`src/rtl/adc_avg_filter_if.sv`:
```
// adc_avg_filter_if: sample strobe/data in, averaged results and status out.
interface adc_avg_filter_if #(
    parameter int DATA_WIDTH = 24,
    parameter int MAX_LOG2_N = 8
);
    logic                  i_enable;
    logic [3:0]            i_avg_log2_n;
    logic                  i_adc_data_valid;
    logic [DATA_WIDTH-1:0] i_i_adc_data;
    logic [DATA_WIDTH-1:0] i_v_adc_data;
    logic [DATA_WIDTH-1:0] o_i_avg_data;
    logic [DATA_WIDTH-1:0] o_v_avg_data;
    logic                  o_avg_valid;
    logic [MAX_LOG2_N:0]   o_sample_cnt;
    logic [1:0]            o_state;

    modport master (
        output i_enable, i_avg_log2_n, i_adc_data_valid, i_i_adc_data, i_v_adc_data,
        input  o_i_avg_data, o_v_avg_data, o_avg_valid, o_sample_cnt, o_state
    );

    modport slave (
        input  i_enable, i_avg_log2_n, i_adc_data_valid, i_i_adc_data, i_v_adc_data,
        output o_i_avg_data, o_v_avg_data, o_avg_valid, o_sample_cnt, o_state
    );
endinterface

```
`src/rtl/adc_avg_filter.sv`:
```
// adc_avg_filter: boxcar average of 2^N I/V samples per window, rounded and saturated.
module adc_avg_filter #(
    parameter int DATA_WIDTH = 24,
    parameter int MAX_LOG2_N = 8
) (
    input logic             i_clk,
    input logic             i_rst,
    adc_avg_filter_if.slave bus
);
    localparam int AW = DATA_WIDTH + MAX_LOG2_N;
    localparam int CW = MAX_LOG2_N + 1;
    localparam logic [1:0] IDLE = 2'd0;
    localparam logic [1:0] ACC  = 2'd1;
    localparam logic signed [AW:0] SAT_MAX = {{(AW-DATA_WIDTH+2){1'b0}}, {(DATA_WIDTH-1){1'b1}}};
    localparam logic signed [AW:0] SAT_MIN = {{(AW-DATA_WIDTH+2){1'b1}}, {(DATA_WIDTH-1){1'b0}}};

    logic [1:0]            r_state;
    logic signed [AW-1:0]  r_acc_i, r_acc_v, r_snap_i, r_snap_v;
    logic [CW-1:0]         r_cnt;
    logic [3:0]            r_n_act, r_snap_n;
    logic                  r_snap_vld, r_avg_valid;
    logic [DATA_WIDTH-1:0] r_i_avg, r_v_avg;

    logic [3:0]            w_n_clamp, w_n_eff;
    logic signed [AW-1:0]  w_sum_i, w_sum_v;
    logic [CW-1:0]         w_cnt_inc;
    logic                  w_take, w_close;

    // Round half toward +inf, then clamp into the sample range.
    function automatic logic [DATA_WIDTH-1:0] f_round_sat(input logic signed [AW-1:0] s, input logic [3:0] n);
        logic signed [AW:0] x;
        x = {s[AW-1], s} + ((n == 4'd0) ? '0 : ({{AW{1'b0}}, 1'b1} << (n - 4'd1)));
        x = x >>> n;
        return (x > SAT_MAX) ? {1'b0, {(DATA_WIDTH-1){1'b1}}} :
               (x < SAT_MIN) ? {1'b1, {(DATA_WIDTH-1){1'b0}}} : x[DATA_WIDTH-1:0];
    endfunction

    assign w_n_clamp = (bus.i_avg_log2_n > 4'(MAX_LOG2_N)) ? 4'(MAX_LOG2_N) : bus.i_avg_log2_n;
    // The first sample of a window uses the freshly latched exponent.
    assign w_n_eff   = (r_cnt == '0) ? w_n_clamp : r_n_act;
    assign w_sum_i   = r_acc_i + {{MAX_LOG2_N{bus.i_i_adc_data[DATA_WIDTH-1]}}, bus.i_i_adc_data};
    assign w_sum_v   = r_acc_v + {{MAX_LOG2_N{bus.i_v_adc_data[DATA_WIDTH-1]}}, bus.i_v_adc_data};
    assign w_cnt_inc = r_cnt + CW'(1);
    assign w_take    = bus.i_enable && (r_state == ACC) && bus.i_adc_data_valid;
    assign w_close   = w_take && (w_cnt_inc == (CW'(1) << w_n_eff));

    always_ff @(posedge i_clk) begin
        if (!i_rst) begin
            r_state     <= IDLE;
            r_acc_i     <= '0;
            r_acc_v     <= '0;
            r_cnt       <= '0;
            r_n_act     <= '0;
            r_snap_i    <= '0;
            r_snap_v    <= '0;
            r_snap_n    <= '0;
            r_snap_vld  <= 1'b0;
            r_avg_valid <= 1'b0;
            r_i_avg     <= '0;
            r_v_avg     <= '0;
        end else begin
            if (!bus.i_enable || r_state == IDLE) begin
                r_state <= bus.i_enable ? ACC : IDLE;
                r_acc_i <= '0;
                r_acc_v <= '0;
                r_cnt   <= '0;
                r_n_act <= '0;
            end else if (w_take) begin
                if (r_cnt == '0)
                    r_n_act <= w_n_clamp;
                r_acc_i <= w_close ? '0 : w_sum_i;
                r_acc_v <= w_close ? '0 : w_sum_v;
                r_cnt   <= w_close ? '0 : w_cnt_inc;
            end
            // Result pipeline runs regardless of enable so in-flight results still land.
            r_snap_vld <= w_close;
            if (w_close) begin
                r_snap_i <= w_sum_i;
                r_snap_v <= w_sum_v;
                r_snap_n <= w_n_eff;
            end
            r_avg_valid <= r_snap_vld;
            if (r_snap_vld) begin
                r_i_avg <= f_round_sat(r_snap_i, r_snap_n);
                r_v_avg <= f_round_sat(r_snap_v, r_snap_n);
            end
        end
    end

    assign bus.o_i_avg_data = r_i_avg;
    assign bus.o_v_avg_data = r_v_avg;
    assign bus.o_avg_valid  = r_avg_valid;
    assign bus.o_sample_cnt = r_cnt;
    assign bus.o_state      = r_state;
endmodule
```
`src/flat_wrapper.sv`:
```
// flat-port wrapper written by rule: the top's interface ports become plain ports
module adc_avg_filter_flat 
#(
    parameter int DATA_WIDTH = 24,
    parameter int MAX_LOG2_N = 8
)
  (i_clk, i_rst, bus_i_enable, bus_i_avg_log2_n, bus_i_adc_data_valid, bus_i_i_adc_data, bus_i_v_adc_data, bus_o_i_avg_data, bus_o_v_avg_data, bus_o_avg_valid, bus_o_sample_cnt, bus_o_state);
  adc_avg_filter_if #(.DATA_WIDTH(DATA_WIDTH), .MAX_LOG2_N(MAX_LOG2_N)) bus_i ();
  input logic i_clk;
  input logic i_rst;
  input wire logic [$bits(bus_i.i_enable)-1:0] bus_i_enable;
  input wire logic [$bits(bus_i.i_avg_log2_n)-1:0] bus_i_avg_log2_n;
  input wire logic [$bits(bus_i.i_adc_data_valid)-1:0] bus_i_adc_data_valid;
  input wire logic [$bits(bus_i.i_i_adc_data)-1:0] bus_i_i_adc_data;
  input wire logic [$bits(bus_i.i_v_adc_data)-1:0] bus_i_v_adc_data;
  output wire logic [$bits(bus_i.o_i_avg_data)-1:0] bus_o_i_avg_data;
  output wire logic [$bits(bus_i.o_v_avg_data)-1:0] bus_o_v_avg_data;
  output wire logic [$bits(bus_i.o_avg_valid)-1:0] bus_o_avg_valid;
  output wire logic [$bits(bus_i.o_sample_cnt)-1:0] bus_o_sample_cnt;
  output wire logic [$bits(bus_i.o_state)-1:0] bus_o_state;
  assign bus_i.i_enable = bus_i_enable;
  assign bus_i.i_avg_log2_n = bus_i_avg_log2_n;
  assign bus_i.i_adc_data_valid = bus_i_adc_data_valid;
  assign bus_i.i_i_adc_data = bus_i_i_adc_data;
  assign bus_i.i_v_adc_data = bus_i_v_adc_data;
  assign bus_o_i_avg_data = bus_i.o_i_avg_data;
  assign bus_o_v_avg_data = bus_i.o_v_avg_data;
  assign bus_o_avg_valid = bus_i.o_avg_valid;
  assign bus_o_sample_cnt = bus_i.o_sample_cnt;
  assign bus_o_state = bus_i.o_state;
  adc_avg_filter #(.DATA_WIDTH(DATA_WIDTH), .MAX_LOG2_N(MAX_LOG2_N)) u_core (.i_clk(i_clk), .i_rst(i_rst), .bus(bus_i));
endmodule
```
`config.mk`:
```
export PLATFORM = sky130hd
export DESIGN_NAME = adc_avg_filter_flat
export DESIGN_NICKNAME = d
export VERILOG_FILES = /design/src/rtl/adc_avg_filter_if.sv /design/src/rtl/adc_avg_filter.sv /design/src/flat_wrapper.sv
export SDC_FILE = /design/constraint.sdc
export NUM_CORES = 1
export LEC_CHECK = 0
export ABC_AREA = 1
export CAP_MARGIN = 20
export CORE_ASPECT_RATIO = 1.25
export CORE_MARGIN = 1.5
export CORE_UTILIZATION = 55
export CTS_CLUSTER_DIAMETER = 50
export DETAILED_ROUTE_END_ITERATION = 10
export GPL_ROUTABILITY_DRIVEN = 1
export PLACE_DENSITY_LB_ADDON = 0.15
export SLEW_MARGIN = 20
export SYNTH_ARGS = -nofsm -noshare
export SYNTH_HDL_FRONTEND = slang
export SYNTH_SLANG_ARGS = --single-unit
```
`constraint.sdc`:
```
create_clock -name i_clk -period 4.1 [get_ports i_clk]
set_clock_uncertainty 0.15 [all_clocks]
set_input_delay 0.82 -clock i_clk [delete_from_list [all_inputs] [get_ports i_clk]]
set_output_delay 0.82 -clock i_clk [all_outputs]
set_load 0.03 [all_outputs]
```
==> impl_metrics.py <==
metrics = {
    "outcome": {
        "status": "complete, no violations",
    },
    "run": {
        "maxCapViolCount": 0,
    },
    "layout": {
        "drive_gt1_share_pct": 12.5,
        "layout_commonest_cell": "nand2_1",
        "nets": 3263,
        "antenna_cells": 0,
        "area_growth_pct": 18.5,
        "most-common-layout-cells": "nand2_1, nand3_1, inv_1",
        "utilization_pct": 66.1,
    },
    "route": {
        "num_vias": 20100,
        "drt-pass1-iter-count": 6,
        "wl_per_cell_um": 15.9,
        "ant_nets": 0,
        "totalWireLength_mm": 56.3,
        "post_drt_via_cell_ratio": 5.68,
        "drt_iter0_drc": 1448,
        "post-route-drc-count": 0,
    },
    "power_and_ir_drop": {
        "p_leak_nw": 9.52,
        "power.density_nw_per_um2": 208,
        "netSwitchingFraction_pct": 28.1,
        "power_frac_comb_pct": 12.8,
        "pwr-share-seq_pct": 44.1,
        "ir_drop_uv": 206,
        "p_int_mw": 3.13,
        "netSwitchingPower_mw": 1.22,
        "total_power_mw": 4.35,
        "pwr-share-clk_pct": 43.1,
    },
    "setup_path": {
        "worstSetupPathType": "flip-flop to flip-flop",
        "ff2ff_setup_slack_ns": 0.19,
        "arrival_ns": 4.11,
        "cp.required_ns": 4.31,
        "startpoint_type": "flip-flop",
        "path_max_fanout": 12,
        "crit_path_end_kind": "flip-flop",
    },
    "floorplan": {
        "rows": 73,
        "start_util_pct": 55.8,
        "pin_count": 116,
        "core_um2": 31700,
        "die-height_um": 203,
        "dieWidth_um": 163,
        "die-area_um2": 33200,
    },
    "logic_synthesis": {
        "yosys_warnings": 0,
        "yosysSeqAreaShare_pct": 22.2,
        "netlist_instances": 2984,
        "ys_ff_latch": 196,
        "synth-async-reset-ratio_pct": 0,
        "postSynthAreaPerCell_um2": 5.93,
        "synth.distinct_cells": 51,
        "syn_area_um2": 17700,
        "synth_edf_count": 0,
        "synth_ff_type": "dfxtp_1",
    },
    "timing": {
        "relSlewSlack_pct": 44.9,
        "final-hold-violation-count": 0,
        "final-max-slew-violation-count": 0,
        "worstMarginPinSlew_ns": 0.826,
        "fmax_ghz": 0.256,
        "setup_viol": 0,
        "min_period_ns": 3.91,
        "period_share_pct": 95.3,
        "rsz0062_at_grt": "yes",
    },
    "global_route": {
        "grt.total_usage_pct": 33.6,
        "grt_pass1_wl_mm": 90.8,
        "grt_start_max_net_pins": 109,
        "overflow": 0,
        "grt_pass1_vias": 18500,
        "antenna_found_initial": 0,
    },
    "clocking": {
        "clock_sinks": 196,
        "clockBufferDepth": 2,
        "clock_latency_ns": 0.47,
        "hold_buffers": 0,
        "clkTransAtPathRegs_ns": 0.08,
        "htreeDepth": 4,
        "tritoncts": "yes",
        "cts_buffers": 17,
        "cts_root_buf": "clkbuf_16",
    },
    "placed_design": {
        "io_buffers": 114,
        "globalplace.congestion": 0.955,
        "dp_hpwl_mm": 43.7,
    },
    "hold_path": {
        "hold_class": "flip-flop to flip-flop",
    },
}
## metal layers
metal / vias to the layer above / global-route usage (%) / share of wire [%]
li1: 10100 / - / -
met1: 9182 / 45.0 / 46
met2: 689 / 55.7 / 46
met3: 122 / 3.38 / 5.4
met4: 0 / 12.0 / 3.0
met5: - / 0 / 0
## per-stage QoR
step | setup TNS (ns) | hold slack (ns) | instance area [um^2] | setup slack (ns) | std cells
6_report | 0 | 0.323 | 21000 | 0.194 | 3546
5_1_grt | -2.84 | 0.340 | 21000 | -0.106 | 3546
4_1_cts | 0 | 0.322 | 20400 | 0.00346 | 3537
3_5_place_dp | -0.762 | 0.310 | 19700 | -0.108 | 3505
3_3_place_gp | -0.0613 | 0.304 | 19700 | -0.0328 | 3505
2_1_floorplan | 0 | 0.294 | 17700 | 0.308 | 2986
## repair_timing
| item | in CTS | in global routing |
|---|---|---|
| setup buffers | 0 | 9 |
| endpoints found under the setup margin | 0 | 52 |
| resized for setup | 0 | 139 |
## final timing paths
path	startpoint	cells after the start	endpoint
setup / recovery	u_core.r_snap_n[0]	27	u_core.bus.o_v_avg_data[0]
hold / removal	u_core.r_acc_i[17]	2	u_core.r_acc_i[17]
setup reg to reg	u_core.r_snap_n[0]	27	u_core.bus.o_v_avg_data[0]
hold reg to reg	u_core.r_acc_i[17]	2	u_core.r_acc_i[17]
## flip-flops by register name (all words and copies together), names as in the netlist
signal                   count
u_core.bus.o_avg_valid       1
u_core.bus.o_i_avg_data     24
u_core.bus.o_sample_cnt      9
u_core.bus.o_state           1
u_core.bus.o_v_avg_data     24
u_core.r_acc_i              32
u_core.r_acc_v              32
u_core.r_n_act               4
u_core.r_snap_i             32
u_core.r_snap_n              4
u_core.r_snap_v             32
u_core.r_snap_vld            1
## cell families after synthesis
logic type      share of synthesized area (%)
compound gates                           17.2
mux                                    0.0566
xor+xnor                                 3.81
buf+inv                                  9.82
simple gates                             40.7
fa+ha+maj                                6.17
flops                                    22.2
other cells                            0.0212
## synthesized netlist by cell type, types with 32 or more instances
cell / number / area share [%]
nand2_1: 805 / 17
nand3_1: 440 / 12
inv_1: 301 / 6.4
a21oi_1: 266 / 7.5
nor2_1: 217 / 4.6
dfxtp_1: 196 / 22
o21ai_0: 161 / 4.6
ha_1: 84 / 5.9
clkbuf_1: 57 / 1.2
xor2_1: 45 / 2.2
a21oi_2: 40 / 2.0
nand4_1: 34 / 1.2
nor3_1: 32 / 0.91
xnor2_1: 32 / 1.6
## power groups by stage
stage	sequential (mW)	clock [mW]	combinational, mW
floorplan	1.97	0	0.346
global placement	1.97	0	0.532
detailed placement	1.97	0	0.538
CTS	1.92	1.89	0.541
global route	1.92	1.96	0.611
finish	1.92	1.87	0.558
## final cells by class
class	instances	area [um^2]
clock buffer	19	443
clock inverter	13	188
fill	3083	10700
inverter	314	1180
multi-input combinational	2354	12500
sequential	196	3940
tap	412	515
timing repair buffer	238	2150
## critical path, stage by stage, from the launching register on
cell and delay [ns]:
dfxtp_4 0.38, inv_2 0.07, nor2_4 0.11, inv_4 0.07, nor3_2 0.16, ha_1 0.21, buf_4 0.12, inv_1 0.03
nand2_1 0.06, nand3_1 0.09, nand2_2 0.14, nand3_1 0.11, nand2_1 0.16, nand2_1 0.12, nand3_2 0.09, nand2_1 0.05
nand2_1 0.11, nand3_1 0.10, nand3_1 0.16, nand2_1 0.09, o21ai_1 0.21, nand3_1 0.10, a21oi_1 0.24, nor3b_2 0.23
o21ai_2 0.08, nand2_2 0.12, buf_12 0.15, a21oi_1 0.06
(Power assumes the default switching activity.)
